--- src/rtl/addr_mem_slave.sv ---
// addr_mem_slave
// Single-port, word-addressed register memory. It sits downstream of an
// en/wr/addr access stream. Reads return data after a fixed RD_LAT-cycle
// pipeline. A session is a contiguous run of en=1 cycles. An FSM tracks each
// session, waits for outstanding reads to drain when the session ends, and
// reports how many writes and reads the session performed.
//
// Ports:
//   clk         sole clock; all state updates on posedge
//   rst         synchronous, active-high reset; has priority over all inputs
//   en          access enable (only honoured in IDLE and ACTIVE)
//   wr          1 = write, 0 = read
//   addr        word address (ADDR_W bits)
//   wdata       write data (DATA_W bits)
//   rdata       read data; holds the last valid value while rvalid=0
//   rvalid      one-cycle pulse per accepted read
//   busy        high in ACTIVE and DRAIN
//   sess_done   one-cycle pulse when a session completes
//   sess_wr_cnt writes in the last completed session (saturating)
//   sess_rd_cnt reads in the last completed session (saturating)
module addr_mem_slave #(
  parameter int ADDR_W = 6,
  parameter int DATA_W = 8,
  parameter int RD_LAT = 2,
  parameter int CNT_W  = 8
) (
  input  logic              clk,
  input  logic              rst,
  input  logic              en,
  input  logic              wr,
  input  logic [ADDR_W-1:0] addr,
  input  logic [DATA_W-1:0] wdata,
  output logic [DATA_W-1:0] rdata,
  output logic              rvalid,
  output logic              busy,
  output logic              sess_done,
  output logic [CNT_W-1:0]  sess_wr_cnt,
  output logic [CNT_W-1:0]  sess_rd_cnt
);

  localparam int DEPTH = 1 << ADDR_W;
  localparam logic [CNT_W-1:0] CNT_MAX = '1;

  typedef enum logic [1:0] {
    S_IDLE,
    S_ACTIVE,
    S_DRAIN,
    S_DONE
  } state_t;

  state_t state, state_nxt;

  logic [DATA_W-1:0] mem [DEPTH];
  logic [RD_LAT-1:0] pipe_v;
  logic [DATA_W-1:0] pipe_d [RD_LAT];

  logic [CNT_W-1:0] wr_cnt, rd_cnt;
  logic [CNT_W-1:0] sess_wr_q, sess_rd_q;

  logic accept, acc_wr, acc_rd, in_flight;

  // Accesses are only taken while a session can still be counted. en during
  // DRAIN or DONE is ignored entirely.
  assign accept    = en && ((state == S_IDLE) || (state == S_ACTIVE));
  assign acc_wr    = accept && wr;
  assign acc_rd    = accept && !wr;
  assign in_flight = |pipe_v;

  // ---------------------------------------------------------------------
  // Storage
  // ---------------------------------------------------------------------
  // NOTE: the memory is built from flops, so it can be cleared in a single
  // reset cycle. A RAM macro could not be reset this way.
  always_ff @(posedge clk) begin
    if (rst) begin
      for (int i = 0; i < DEPTH; i++) mem[i] <= '0;
    end else if (acc_wr) begin
      mem[addr] <= wdata;
    end
  end

  // ---------------------------------------------------------------------
  // Read pipeline
  // ---------------------------------------------------------------------
  // Stage 0 captures mem[addr] as it stood before the accepting edge. Each
  // data stage loads only when valid data arrives. Because of that, the last
  // stage naturally holds the last valid result between rvalid pulses.
  // NOTE: every sequential assignment here is non-blocking, so all stages
  // shift together on the same edge instead of racing through in one cycle.
  always_ff @(posedge clk) begin
    if (rst) begin
      pipe_v <= '0;
      for (int i = 0; i < RD_LAT; i++) pipe_d[i] <= '0;
    end else begin
      pipe_v[0] <= acc_rd;
      if (acc_rd) pipe_d[0] <= mem[addr];
      for (int i = 1; i < RD_LAT; i++) begin
        pipe_v[i] <= pipe_v[i-1];
        if (pipe_v[i-1]) pipe_d[i] <= pipe_d[i-1];
      end
    end
  end

  assign rvalid = pipe_v[RD_LAT-1];
  assign rdata  = pipe_d[RD_LAT-1];

  // ---------------------------------------------------------------------
  // Session FSM
  // ---------------------------------------------------------------------
  // NOTE: state_nxt gets its default before the case statement, so no path
  // through this block leaves it unassigned. That prevents an inferred latch.
  always_comb begin
    state_nxt = state;
    unique case (state)
      S_IDLE:   if (en) state_nxt = S_ACTIVE;
      S_ACTIVE: if (!en) state_nxt = in_flight ? S_DRAIN : S_DONE;
      S_DRAIN:  if (!in_flight) state_nxt = S_DONE;
      S_DONE:   state_nxt = S_IDLE;
      default:  state_nxt = S_IDLE;
    endcase
  end

  always_ff @(posedge clk) begin
    if (rst) begin
      state     <= S_IDLE;
      wr_cnt    <= '0;
      rd_cnt    <= '0;
      sess_wr_q <= '0;
      sess_rd_q <= '0;
    end else begin
      state <= state_nxt;

      unique case (state)
        // The first access of a session is counted on the same edge that
        // moves the FSM into ACTIVE.
        S_IDLE: begin
          wr_cnt <= CNT_W'(acc_wr);
          rd_cnt <= CNT_W'(acc_rd);
        end
        S_ACTIVE: begin
          if (acc_wr && (wr_cnt != CNT_MAX)) wr_cnt <= wr_cnt + 1'b1;
          if (acc_rd && (rd_cnt != CNT_MAX)) rd_cnt <= rd_cnt + 1'b1;
        end
        S_DONE: begin
          wr_cnt <= '0;
          rd_cnt <= '0;
        end
        default: ;
      endcase

      // Latch the results on entry to DONE, so they are already valid while
      // sess_done is high.
      if ((state_nxt == S_DONE) && (state != S_DONE)) begin
        sess_wr_q <= wr_cnt;
        sess_rd_q <= rd_cnt;
      end
    end
  end

  assign busy        = (state == S_ACTIVE) || (state == S_DRAIN);
  assign sess_done   = (state == S_DONE);
  assign sess_wr_cnt = sess_wr_q;
  assign sess_rd_cnt = sess_rd_q;

endmodule

--- config.mk ---
export PLATFORM = sky130hd
export DESIGN_NAME = addr_mem_slave
export DESIGN_NICKNAME = d
export VERILOG_FILES = /design/src/rtl/addr_mem_slave.sv
export SDC_FILE = /design/constraint.sdc
export NUM_CORES = 1
export LEC_CHECK = 0
export BUFFER_PORTS_ARGS = -buffer_cell sky130_fd_sc_hd__buf_2
export CAP_MARGIN = 5
export CORE_ASPECT_RATIO = 1.75
export CORE_MARGIN = 2
export CORE_UTILIZATION = 60
export CTS_CLUSTER_DIAMETER = 80
export DETAILED_ROUTE_END_ITERATION = 6
export PLACE_DENSITY = 0.77
export SETUP_SLACK_MARGIN = 0.1
export SYNTH_ARGS = -nofsm -noshare
export SYNTH_HDL_FRONTEND = slang
export SYNTH_SLANG_ARGS = --single-unit
--- constraint.sdc ---
create_clock -name clk -period 2.9 [get_ports clk]
set_input_delay 0.29 -clock clk [delete_from_list [all_inputs] [get_ports clk]]
set_output_delay 0.29 -clock clk [all_outputs]
set_load 0.02 [all_outputs]
==> results.txt, run 1 <==
FF-to-FF Start = state[0]
RSZ-0062 raised after global routing = yes
Filler Cells Inserted = 2940
Largest net degree at the start of global routing = 65
PwrDens = 608 nW/um^2
Post-route ant nets = 0
Pins Over Slew Limit = 0
Worst-path clk slew = 0.07 ns
DR vias = 15835
Min-Delay Path Class = input pin to flip-flop
FF-to-FF path depth = 8
DRT Wirelength = 66.3 mm
Worst setup path startpoint = state[0]
N_diodes = 0
R2R setup slack = 0.21 ns
Initial Utilization = 60.7%
First-pass GRT wire length = 99.7 mm
Multi-input logic area = 8940 sq um
Die X = 162 microns
Worst setup margin = 0.212 ns
Port-buffer cells = 44
Worst Tran Pin Value = 0.940 ns
Clk root buf = clkbuf_16
GP Congestion = 0.899
Gr usage total = 29.8%
Hold Path Origin = wr
Syn Nets = 1882
Final hold violation count = 0
Peak supply drop = 0.503 mV
Via/cell ratio = 6.29
Final setup fails = 0
Cell Rows = 101
Die span in y = 281 microns
Yosys reg bits = 564
Synth cell types = 54
Share of cells above drive strength 1 = 20.3%
Die area = 45500 sq um
Hold_buf cts = 0
Clk buf depth = 3
Commonest non-fill, non-tap cell in the layout = edfxtp_1
Vias in the first global route = 16768
GRT overflow = 0
Endpoint, Worst Hold = wr_cnt[1]
Period utilization = 92.7%
Initial DRC count = 1546
Antenna violations before repair = 0
CP Launch Type = flip-flop
Hold Path Depth = 5
WS Path Type = flip-flop to flip-flop
Hold slack = 0.166 ns
Slew HR = 36.8%
Crit end category = flip-flop
Register Area = 16600 sq um
First-pass detailed-route iteration total = 5
Worst r2r dst = sess_wr_cnt[3]
Register area share after synthesis = 63.2%
CTS tree = done
Max-cap violations = 0
Worst Path Arrival = 3.13 ns
# IOs = 45
CTS Buf Count = 49
Final Skew = 0.0170 ns
Setup_tns = 0 ns
Post-place setup slack = 0.0446 ns
Final net count = 1941
Min Tclk post-route = 2.69 ns
Residual DRC = 0
Cells after Synth = 1855
H-tree depth = 2
Synthesized area per cell = 14.1 sq um
Clk Latency, worst-skew pair = 0.59 ns
Synth Warn # = 0
Worst-path fanout max = 16
Outcome = finished clean
P&R area growth vs syn = 11.4%
Max Fclk = 372 MHz
Area of the core = 43200 sq um
Worst Path Required = 3.34 ns
Mapped Area = 26200 sq um
Leak pwr = 0.0107 uW
Final HPWL DP = 46.3 mm
Routed len/inst = 26.3 microns
Most frequent cells in the layout = edfxtp_1, and2_1, buf_4
CTS sink count = 564
==> synthesized netlist by cell type, drive strengths merged <==
library cell | instances | area, sq um
ha | 9 | 113
o21ba | 3 | 30.0
nor4 | 10 | 81.3
nand4 | 19 | 119
o21ai | 72 | 360
or4 | 2 | 15.0
mux2i | 59 | 591
edfxtp | 528 | 15900
a21oi | 34 | 170
or2 | 8 | 50.1
nand3 | 18 | 90.1
nor2 | 85 | 322
inv | 7 | 26.3
a22oi | 8 | 60.1
dfxtp | 36 | 721
a21boi | 1 | 7.51
a2111oi | 1 | 8.76
a221oi | 8 | 70.1
nor2b | 15 | 93.8
o221a | 2 | 22.5
nand3b | 5 | 37.5
and4 | 1 | 8.76
or3b | 5 | 43.8
nand4b | 2 | 17.5
and3 | 4 | 25.0
o211ai | 2 | 20.0
o21bai | 3 | 22.5
nand2 | 25 | 93.8
mux2 | 11 | 124
mux4 | 113 | 2540
nand2b | 7 | 43.8
nor4bb | 1 | 10.0
and2 | 514 | 3220
o31ai | 16 | 120
o22a | 1 | 8.76
or4b | 2 | 20.0
a41oi | 4 | 50.1
clkbuf | 101 | 380
a31oi | 8 | 50.1
buf | 60 | 313
nor3 | 12 | 70.1
or3 | 5 | 31.3
o22ai | 28 | 175
==> kinds of logic after synthesis <==
family,count (synthesis),share of synthesized area (%)
simple gates,740,16.7
flops,564,63.2
compound gates,191,4.48
mux,183,12.4
buf+inv,168,2.74
fa+ha+maj,9,0.429
==> state kept, by name, indices dropped and copies added, names as in the netlist <==
register and flops:
rd_cnt 8, sess_rd_cnt 8, pipe_d 16, wr_cnt 8, pipe_v 2, mem 512, state 2, sess_wr_cnt 8
==> timing repair <==
item	CTS	global route
setup buffers	0	0
setup endpoints to repair	42	83
gates resized for setup	7	10
gates cloned	0	0
==> layer usage <==
layer / share of wire, % / vias to the layer above / global-route usage, %
met2: 56 / 732 / 57.2
met4: 6.4 / 0 / 17.1
met3: 5.9 / 242 / 3.77
li1: - / 6954 / -
met1: 32 / 7907 / 30.6
met5: 0 / - / 0
==> power breakdown <==
part	switching, uW	total (uW)	internal, uW	leakage [uW]
combinational	1040	1600	562	0.00415
clock	2970	6890	3920	0.000817
sequential	115	9270	9150	0.00574
total	4130	17800	13600	0.0107
==> area by class of cell <==
type / count / share of cell area, %
flip-flops and latches: 564 / 56.7
multi-input cells: 1123 / 30.6
repair buffers: 169 / 4.47
clock buffers: 56 / 4.29
well taps: 566 / 2.42
clock inverters: 32 / 1.41
inverters: 7 / 0.0899
==> worst max-delay path by stage <==
stage	slack [ns]	cells past startpoint	end
3_3_place_gp	0.12	7	mem[61][6]
2_1_floorplan	0.39	8	mem[11][0]
6_report	0.21	8	sess_wr_cnt[3]
3_5_place_dp	0.04	6	mem[61][6]
5_1_grt	0.04	6	mem[4][2]
4_1_cts	0.11	6	mem[55][2]
==> worst max-delay path: stages (launching register included) <==
cell and delay [ns]:
dfxtp_1 0.44, inv_1 0.09, buf_4 0.15, ha_1 0.26, o21bai_1 0.19, a221oi_1 0.40, nand2b_1 0.49, o31ai_1 0.40
a21oi_1 0.12
==> per-stage QoR <==
| stage | area [sq um] | cells | utilization (%) | power (uW) |
|---|---|---|---|---|
| 3_5_place_dp | 27600 | 2429 | 63.7 | 11000 |
| 2_1_floorplan | 26200 | 1855 | - | 10400 |
| 5_1_grt | 29200 | 2517 | 67.6 | 18200 |
| 3_3_place_gp | 27600 | 2429 | 63.7 | 11000 |
| 4_1_cts | 29200 | 2517 | 67.6 | 17800 |
| 6_report | 29200 | 2517 | 67.6 | 17800 |
Note: power is estimated with default switching activity, not from simulation.
==> run 2: changes to the inputs <==
Settings changed: RECOVER_POWER set to 100.
==> run 2 against run 1 <==
  * Worst hold slack improved by 0.00058 ns
  * Routed wire length barely moved
  * Count of clock-buffer cells in the layout did not move
  * Die area did not move
  * Sequential share of layout area rose by 0.55 points
  * First-iteration DRC count fell by 4.5%
  * Sequential power barely moved
  * Combinational power fell by 3%
  * Core utilization fell by 0.65 points
  * Power fell by 0.23%
  * Critical path depth fell by 1
==> results.txt, run 2 (synthesis results as in run 1) <==
Initial DRC count = 1477 (-4.5%)
CP Launch Type = flip-flop
R2R setup slack = 0.16 ns (-0.05 ns)
Most frequent cells in the layout = edfxtp_1, and2_0, and2_1
Die span in y = 281 microns (unchanged)
Outcome = finished clean
PwrDens = 612 nW/um^2 (+0.73%)
DR vias = 15832 (-0.019%)
Min-Delay Path Class = input pin to flip-flop
Final HPWL DP = 46.3 mm (unchanged)
Post-route ant nets = 0 (unchanged)
Final Skew = 0.0161 ns (-0.000961 ns)
RSZ-0062 raised after global routing = yes
Setup_tns = 0 ns (unchanged)
Hold Path Depth = 5 (unchanged)
Hold_buf cts = 0 (unchanged)
Max reg flops = 512 (unchanged)
First-pass GRT wire length = 99.7 mm (unchanged)
Post-Place Cell Area = 27600 sq um (unchanged)
Post-route cell area = 28900 sq um (-0.95%)
WS Path Type = flip-flop to flip-flop
Max-cap violations = 0 (unchanged)
Die X = 162 microns (unchanged)
P&R area growth vs syn = 10.3%
Final cell count without fillers = 2517 (unchanged)
Area of the core = 43200 sq um (unchanged)
Final net count = 1941 (unchanged)
Final setup fails = 0 (unchanged)
Placed insts = 2429 (unchanged)
GP Congestion = 0.899 (unchanged)
Pins Over Slew Limit = 0 (unchanged)
Period utilization = 94.6% (+1.9 points)
GRT overflow = 0 (unchanged)
Clk buf depth = 3 (unchanged)
Worst-path clk slew = 0.07 ns (about the same)
Max Fclk = 365 MHz (-2.0%)
Worst r2r dst = rd_cnt[7]
Overall power = 17700 uW (-0.23%)
First-pass detailed-route iteration total = 5 (unchanged)
N_diodes = 0 (unchanged)
Cell Rows = 101 (unchanged)
Commonest non-fill, non-tap cell in the layout = edfxtp_1
CTS Buf Count = 49 (unchanged)
DRT Wirelength = 66.3 mm (about the same)
Peak supply drop = 0.495 mV (-1.6%)
Biggest regs = mem x512, pipe_d x16
Clk root buf = clkbuf_16
Final hold violation count = 0 (unchanged)
Worst Path Arrival = 3.24 ns (+0.11 ns)
Worst Path Required = 3.39 ns (+0.05 ns)
H-tree depth = 2 (unchanged)
# IOs = 45 (unchanged)
Gr usage total = 29.8% (unchanged)
Crit end category = flip-flop
Initial Utilization = 60.7% (unchanged)
Slew HR = 31.5% (-5.3 points)
Port-buffer cells = 44 (unchanged)
Hold Path Origin = wr
Min Tclk post-route = 2.74 ns (+0.0540 ns)
CTS tree = done
Via/cell ratio = 6.29 (about the same)
CTS sink count = 564 (unchanged)
Antenna violations before repair = 0 (unchanged)
Die area = 45500 sq um (unchanged)
Clk Latency, worst-skew pair = 0.59 ns (about the same)
Worst-path fanout max = 9 (-7)
Leak pwr = 0.0101 uW (-6.1%)
FF-to-FF path depth = 7 (-1)
Residual DRC = 0 (unchanged)
Share of cells above drive strength 1 = 16.1% (-4.2 points)
Endpoint, Worst Hold = wr_cnt[1]
Routed len/inst = 26.3 microns (about the same)
FF-to-FF Start = state[0]
Largest net degree at the start of global routing = 65 (unchanged)
Worst Tran Pin Value = 1.03 ns (+0.0880 ns)
Vias in the first global route = 16768 (unchanged)
Biggest register = mem
==> run 2: cell types whose count changed in the layout (fill, tap and decap cells not counted), sizes merged <==
cell    previous run  this run
clkbuf            56       150
buf              169        75
==> run 2: layer usage <==
metal | GRT usage (%) | wire length, microns | share of wire (%) | up-vias
met5 | 0 | 0 | 0 | -
li1 | - | - | - | 6962
met3 | 3.77 | 3930 | 5.9 | 234
met4 | 17.1 | 4300 | 6.5 | 0
met1 | 30.6 | 20900 | 31 | 7918
met2 | 57.2 | 37200 | 56 | 718
==> run 2: metrics by stage <==
| step | hold WS (ns) | worst slack, ns | util [%] |
|---|---|---|---|
| finish | 0.167 | 0.158 | 67.0 |
| global route | 0.185 | 0.0230 | 67.0 |
| CTS | 0.140 | 0.106 | 67.6 |
| detailed placement | 0.458 | 0.0446 | 63.7 |
| global placement | 0.451 | 0.124 | 63.7 |
| floorplan | 0.455 | 0.391 | - |
==> run 2: how the worst max path moves through the flow <==
stage | slack, ns | endpoint | cells after the start | startpoint
finish | 0.16 | rd_cnt[7] | 7 | state[0]
global route | 0.02 | mem[17][0] | 8 | state[0]
CTS | 0.11 | mem[55][2] | 6 | state[0]
detailed placement | 0.04 | mem[61][6] | 6 | state[0]
global placement | 0.12 | mem[61][6] | 7 | state[0]
floorplan | 0.39 | mem[11][0] | 8 | state[1]
==> run 2: repair_timing <==
action | in CTS | in global routing
endpoints found under the setup margin | 42 | 83
gates resized for setup | 7 | 10
setup buffers | 0 | 0
==> run 2: area by class of cell <==
class	instances	area (sq um)
Sequential cell	564	16600
Tap cell	566	708
Multi-Input combinational cell	1123	8920
Timing Repair Buffer	169	1040
Clock inverter	32	413
Fill cell	3027	14300
Inverter	7	26.3
Clock buffer	56	1250
==> run 2: critical path, stage by stage, from the launching register on <==
cell and delay (ns):
dfxtp_1 0.44, ha_1 0.23, clkbuf_1 0.41, nand3b_1 0.19
a41oi_1 0.36, nand3_1 0.26, or4_1 0.59, a21oi_1 0.17
==> run 2: report_power, final <==
part / switching [uW] / internal (uW)
registers: 116 / 9160
clock network: 2970 / 3920
logic: 1040 / 514
